[src/rtl/event_blinker_pkg.sv]
// rtl/event_blinker_pkg.sv - shared state encoding and sizing helpers for event_blinker
//
// Purpose: state codes for the blink FSM and the constant functions the
//          top level uses to size its prescaler and phase counter.
// Ports:   none (package).

package event_blinker_pkg;

  typedef logic [1:0] state_t;

  localparam state_t ST_IDLE = 2'd0;
  localparam state_t ST_ON   = 2'd1;
  localparam state_t ST_OFF  = 2'd2;

  // System clocks per blink tick.
  function automatic int calc_div(input int clk_hz, input int tick_hz);
    return clk_hz / tick_hz;
  endfunction

  function automatic int max_int(input int a, input int b);
    return (a > b) ? a : b;
  endfunction

endpackage

[src/rtl/tick_gen.sv]
// rtl/tick_gen.sv - free-running prescaler emitting a one-cycle tick enable
//
// Purpose: counts 0..DIV-1 forever and raises tick for the single cycle in
//          which the count sits at DIV-1. Produces an enable, not a clock.
// Ports:
//   clk   in  1  system clock, rising edge
//   rst   in  1  asynchronous, active-high reset (count returns to 0)
//   tick  out 1  high one cycle in every DIV

module tick_gen #(
  parameter int DIV = 4
) (
  input  logic clk,
  input  logic rst,
  output logic tick
);

  localparam int CW = (DIV > 1) ? $clog2(DIV) : 1;
  localparam logic [CW-1:0] CNT_LAST = CW'(DIV - 1);
  localparam logic [CW-1:0] CNT_ONE  = CW'(1);

  logic [CW-1:0] cnt;

  always_ff @(posedge clk or posedge rst) begin
    if (rst) begin
      cnt <= '0;
    end else if (cnt == CNT_LAST) begin
      cnt <= '0;
    end else begin
      cnt <= cnt + CNT_ONE;
    end
  end

  assign tick = (cnt == CNT_LAST);

endmodule

[src/rtl/event_blinker.sv]
// rtl/event_blinker.sv - turns event pulses into tick-aligned, human-visible blinks
//
// Purpose: each rising edge of pulse_in is queued in a saturating backlog
//          counter; an FSM replays the backlog as blinks of ON_TICKS ticks
//          high followed by OFF_TICKS ticks low, back-to-back.
// Ports:
//   clk       in  1       system clock, rising edge
//   rst       in  1       asynchronous, active-high reset
//   pulse_in  in  1       event input, synchronous to clk
//   led_out   out 1       blink output, registered
//   busy      out 1       blinking or backlog non-empty
//   pend_cnt  out PEND_W  events accepted but not yet started
//   overflow  out 1       one-cycle pulse when an event is dropped

module event_blinker
  import event_blinker_pkg::*;
#(
  parameter int CLK_HZ    = 100_000_000,
  parameter int TICK_HZ   = 4,
  parameter int ON_TICKS  = 2,
  parameter int OFF_TICKS = 1,
  parameter int PEND_W    = 3
) (
  input  logic              clk,
  input  logic              rst,
  input  logic              pulse_in,
  output logic              led_out,
  output logic              busy,
  output logic [PEND_W-1:0] pend_cnt,
  output logic              overflow
);

  localparam int DIV = calc_div(CLK_HZ, TICK_HZ);
  localparam int TW  = $clog2(max_int(ON_TICKS, OFF_TICKS) + 1);

  localparam logic [TW-1:0]     ON_LAST  = TW'(ON_TICKS - 1);
  localparam logic [TW-1:0]     OFF_LAST = TW'(OFF_TICKS - 1);
  localparam logic [TW-1:0]     T_ONE    = TW'(1);
  localparam logic [PEND_W-1:0] PEND_MAX = {PEND_W{1'b1}};
  localparam logic [PEND_W-1:0] P_ONE    = PEND_W'(1);

  logic          tick;
  logic          pulse_q;
  logic          ev;
  logic          pend_nz;
  logic          take;
  logic          led_d;
  state_t        state_q;
  state_t        state_d;
  logic [TW-1:0] tcnt_q;
  logic [TW-1:0] tcnt_d;

  // The prescaler is never restarted by events, so every blink edge lands on a tick.
  tick_gen #(
    .DIV (DIV)
  ) u_tick_gen (
    .clk  (clk),
    .rst  (rst),
    .tick (tick)
  );

  // Rising-edge detect: a level held for many cycles is a single event.
  always_ff @(posedge clk or posedge rst) begin
    if (rst) begin
      pulse_q <= 1'b0;
    end else begin
      pulse_q <= pulse_in;
    end
  end

  assign ev      = pulse_in & ~pulse_q;
  assign pend_nz = (pend_cnt != '0);

  // Backlog: an event and a take in the same cycle cancel out, so the event is
  // accepted even when the counter is full. Only an untaken event at full drops.
  always_ff @(posedge clk or posedge rst) begin
    if (rst) begin
      pend_cnt <= '0;
      overflow <= 1'b0;
    end else begin
      overflow <= ev & ~take & (pend_cnt == PEND_MAX);
      if (ev && !take && (pend_cnt != PEND_MAX)) begin
        pend_cnt <= pend_cnt + P_ONE;
      end else if (take && !ev) begin
        pend_cnt <= pend_cnt - P_ONE;
      end
    end
  end

  // FSM state register
  always_ff @(posedge clk or posedge rst) begin
    if (rst) begin
      state_q <= ST_IDLE;
      tcnt_q  <= '0;
    end else begin
      state_q <= state_d;
      tcnt_q  <= tcnt_d;
    end
  end

  // FSM next state: everything advances only on a tick, using pend_cnt as
  // registered, so an event in a tick cycle waits for the following tick.
  always_comb begin
    state_d = state_q;
    tcnt_d  = tcnt_q;
    if (tick) begin
      case (state_q)
        ST_IDLE: begin
          if (pend_nz) begin
            state_d = ST_ON;
            tcnt_d  = '0;
          end
        end
        ST_ON: begin
          if (tcnt_q == ON_LAST) begin
            state_d = ST_OFF;
            tcnt_d  = '0;
          end else begin
            tcnt_d = tcnt_q + T_ONE;
          end
        end
        ST_OFF: begin
          if (tcnt_q == OFF_LAST) begin
            state_d = pend_nz ? ST_ON : ST_IDLE;
            tcnt_d  = '0;
          end else begin
            tcnt_d = tcnt_q + T_ONE;
          end
        end
        default: begin
          state_d = ST_IDLE;
          tcnt_d  = '0;
        end
      endcase
    end
  end

  // FSM outputs: take consumes one backlog entry on every blink start.
  always_comb begin
    take  = 1'b0;
    led_d = 1'b0;
    if (tick && pend_nz &&
        ((state_q == ST_IDLE) || ((state_q == ST_OFF) && (tcnt_q == OFF_LAST)))) begin
      take = 1'b1;
    end
    if (state_d == ST_ON) begin
      led_d = 1'b1;
    end
  end

  always_ff @(posedge clk or posedge rst) begin
    if (rst) begin
      led_out <= 1'b0;
    end else begin
      led_out <= led_d;
    end
  end

  assign busy = (state_q != ST_IDLE) || pend_nz;

endmodule

[config.mk]
export PLATFORM = sky130hd
export DESIGN_NAME = event_blinker
export DESIGN_NICKNAME = d
export VERILOG_FILES = /design/src/rtl/event_blinker_pkg.sv /design/src/rtl/tick_gen.sv /design/src/rtl/event_blinker.sv
export SDC_FILE = /design/constraint.sdc
export NUM_CORES = 1
export LEC_CHECK = 0
export BUFFER_PORTS_ARGS = -buffer_cell sky130_fd_sc_hd__buf_2
export CORE_MARGIN = 2
export CORE_UTILIZATION = 32
export CTS_BUF_LIST = sky130_fd_sc_hd__clkbuf_16
export CTS_CLUSTER_SIZE = 24
export DETAILED_ROUTE_END_ITERATION = 8
export PLACE_DENSITY = 0.47
export SLEW_MARGIN = 10
export SYNTH_ARGS = -nofsm -noshare
export SYNTH_HDL_FRONTEND = slang
export SYNTH_HIERARCHICAL = 1
export SYNTH_SLANG_ARGS = --single-unit
[constraint.sdc]
create_clock -name clk -period 3.4 [get_ports clk]
set_clock_uncertainty 0.2 [all_clocks]
set_input_delay 0.51 -clock clk [delete_from_list [all_inputs] [get_ports clk]]
set_output_delay 0.51 -clock clk [all_outputs]
set_load 0.02 [all_outputs]
==> results.sh <==
export IMPL_regArea_um2=876
export IMPL_min_path_type="primary input to async pin"
export IMPL_layout_drive_gt1_share_pct=13.4
export IMPL_vias=1580
export IMPL_ys_top_cells_by_count="dfrtp_1 (35), nand2_1 (25), nand3_1 (16), nor2_1 (12)"
export IMPL_grt_overflow_total=0
export IMPL_n_antenna_cell=0
export IMPL_drt_iter0_markers=75
export IMPL_synth_area_leaders="dfrtp_1 (42%), ha_1 (4.8%), nand2_1 (4.5%)"
export IMPL_hpwl_mm=3.17
export IMPL_io_pins=9
export IMPL_synth_cell_type_count=49
export IMPL_cts_sinks=35
export IMPL_cts_tree="built"
export IMPL_place_gp_congestion=0.748
export IMPL_initial_core_util_pct=32.9
export IMPL_grt_max_degree=26
export IMPL_cpPeakStageDelay_ns=0.46
export IMPL_hold_viol_final=0
export IMPL_top_layer="met4"
export IMPL_synth_seq_cells=35
export IMPL_clk_insertion_delay_late_ns=0.28
export IMPL_dp_cells=293
export IMPL_fill_cells=662
export IMPL_timing_rr_end="pend_cnt[1]$_DFFE_PP0P_"
export IMPL_grt_pass1_wl_mm=7.44
export IMPL_drc=0
export IMPL_area_delta_synth_final_pct=12.5
export IMPL_cts_root_buffer="clkbuf_16"
export IMPL_crit_required_ns=3.36
export IMPL_cp_start_kind="flip-flop"
export IMPL_first_pass_iters=4
export IMPL_setup_viol=0
export IMPL_synth_top_area_share_pct=42.2
export IMPL_fin_nets=235
export IMPL_maxCapViolations=0
export IMPL_die_y_um=84.5
export IMPL_rsz0062_at_grt="false"
export IMPL_ant_nets=0
export IMPL_path_cells="nor4_1 -> nand3_1 -> nor3_2 -> o31a_1 -> a21oi_2 -> nand2_1 -> fa_1 -> nand2_1 -> a21o_1 -> nand3_1"
export IMPL_fmax_mhz=377
export IMPL_ys_flop_type="dfrtp_1"
export IMPL_crit_type="flip-flop to flip-flop"
export IMPL_worstSetupEndpointType="flip-flop"
export IMPL_slew_viol_final=0
export IMPL_slew_headroom_pct=32.9
export IMPL_htreeDepth=2
export IMPL_cellPowerDensity_nw_per_um2=491
export IMPL_synth_most_common_cell="dfrtp_1"
export IMPL_slowest_stage="dfrtp_1"
export IMPL_io_buffers=8
export IMPL_grt_pass1_vias=1565
export IMPL_clockBufferDepth=2
export IMPL_synth_edff_count=0
export IMPL_antenna_found_initial=0
export IMPL_postRouteWirelength_mm=4.36
export IMPL_irDropWorstVdd_v=0.000304
export IMPL_fin_crit_ns=2.65
export IMPL_met2_length_mm=1.88
export IMPL_fin_cells=301
export IMPL_syn_area_per_cell_um2=9.75
export IMPL_fin_crit_sh_pct=78.1
export IMPL_postCtsResizedCells=0
export IMPL_worst_pin_slew_ns=1.01
export IMPL_core_area_um2=6310
export IMPL_synth_nets=225
export IMPL_drt_vias_per_instance=5.25
export IMPL_yosysWarnings=6
export IMPL_reg2regPathDepth=10
export IMPL_wl_met1_mm=2.27
export IMPL_wl_per_cell_um=14.5
export IMPL_r2r_setup_slack_ns=0.75
export IMPL_critPathMaxFanout=6
export IMPL_netlist_instances=213
export IMPL_synth_seq_area_share_pct=42.2
export IMPL_synthesis_area_um2=2080
export IMPL_grt_usage_pct=13.2
export IMPL_status="finished, final reports clean"
export IMPL_wl_met3_um=122
export IMPL_async_flop_share_pct=100
export IMPL_r2r_start="u_tick_gen/cnt[15]$_DFF_PP0_"
export IMPL_path_clk_slew_ns=0.06
export IMPL_ctsHoldBuffers=0
export IMPL_leakage_nw=0.969
export IMPL_multi_input_area_um2=1110
export IMPL_postCtsSetupBuffers=0
export IMPL_synth_area_leader_cell="dfrtp_1"
export IMPL_fin_setup_tns_ns=0
export IMPL_crit_arrival_ns=2.61
export IMPL_die_w_um=84.5
export IMPL_cts_buffers=5
export IMPL_die_area_um2=7150
export IMPL_std_cell_rows=29
## registers in the layout (all words and copies together), names as in the netlist
signal	count
tcnt_q	2
pulse_q	1
led_out	1
state_q	2
u_tick_gen/cnt	25
pend_cnt	3
overflow	1
## worst max-delay path: cells and delay by family (launching register included)
family	cells	cell delay (ns)
AND/OR/NAND/NOR	6	1.03
flip-flops	1	0.46
adder cells (fa/ha/maj)	1	0.42
AO/OA/AOI/OAI	3	0.41
## area by class of cell
class                      instances  share of cell area [%]
inverter                          10                    1.61
clock buffer                       5                    5.36
timing repair buffer               9                    2.04
sequential                        35                    37.5
clock inverter                     3                    1.66
multi-input combinational        162                    47.7
tap                               77                    4.12
## per-stage QoR
step                      power (mW)  worst slack (ns)  utilization [%]  cell area [µm²]  hold slack, ns
after floorplan                0.623             0.680                -             2080           0.150
after global placement         0.646             0.782             34.4             2170           0.269
after detailed placement       0.648             0.756             34.4             2170           0.279
after CTS                       1.17             0.744             37.0             2340          0.0261
after global routing            1.21             0.521             37.0             2340          0.0639
final                           1.15             0.746             37.0             2340          0.0131
## layout by cell type (no fill, tap or decap), drive strengths merged, types with 2 or more instances in the layout
master	instances
dfrtp	35
nand2	26
nand3	16
nor2	12
o21ai	10
inv	10
a21oi	10
xnor2	9
buf	9
nand4	9
ha	8
nor3	6
o31ai	5
clkbuf	5
nand4b	5
and4	5
or4	5
nor2b	4
xor2	4
a21o	3
nor4	3
nand2b	2
o41ai	2
and3	2
clkinv	2
## cells by family after synthesis
family / synth area share, %
fa+ha+maj: 5.79
simple gates: 29.7
flops: 42.2
compound gates: 12.2
mux: 0.542
xor+xnor: 5.49
buf+inv: 4.10
## worst max path at each step
| stage | cells past startpoint | start | endpoint | slack, ns |
|---|---|---|---|---|
| 4_1_cts | 10 | u_tick_gen/cnt[15]$_DFF_PP0_ | pend_cnt[1]$_DFFE_PP0P_ | 0.74 |
| 3_3_place_gp | 10 | u_tick_gen/cnt[15]$_DFF_PP0_ | pend_cnt[1]$_DFFE_PP0P_ | 0.78 |
| 5_1_grt | 10 | u_tick_gen/cnt[15]$_DFF_PP0_ | pend_cnt[1]$_DFFE_PP0P_ | 0.52 |
| 2_1_floorplan | 11 | u_tick_gen/cnt[6]$_DFF_PP0_ | pend_cnt[1]$_DFFE_PP0P_ | 0.68 |
| 3_5_place_dp | 10 | u_tick_gen/cnt[15]$_DFF_PP0_ | pend_cnt[1]$_DFFE_PP0P_ | 0.76 |
| 6_report | 10 | u_tick_gen/cnt[15]$_DFF_PP0_ | pend_cnt[1]$_DFFE_PP0P_ | 0.75 |
## layer usage
layer | up-vias | GRT usage, %
li1 | 803 | -
met1 | 749 | 18.7
met2 | 19 | 19.3
met3 | 9 | 2.75
met4 | 0 | 5.92
met5 | - | 0
## power by group
part / leakage [nW] / internal [mW] / switching [mW]
Sequential: 0.464 / 0.436 / 0.0540
Clock: 0.0812 / 0.342 / 0.171
Combinational: 0.423 / 0.0618 / 0.0838
Power figures use the tool's default switching activity.
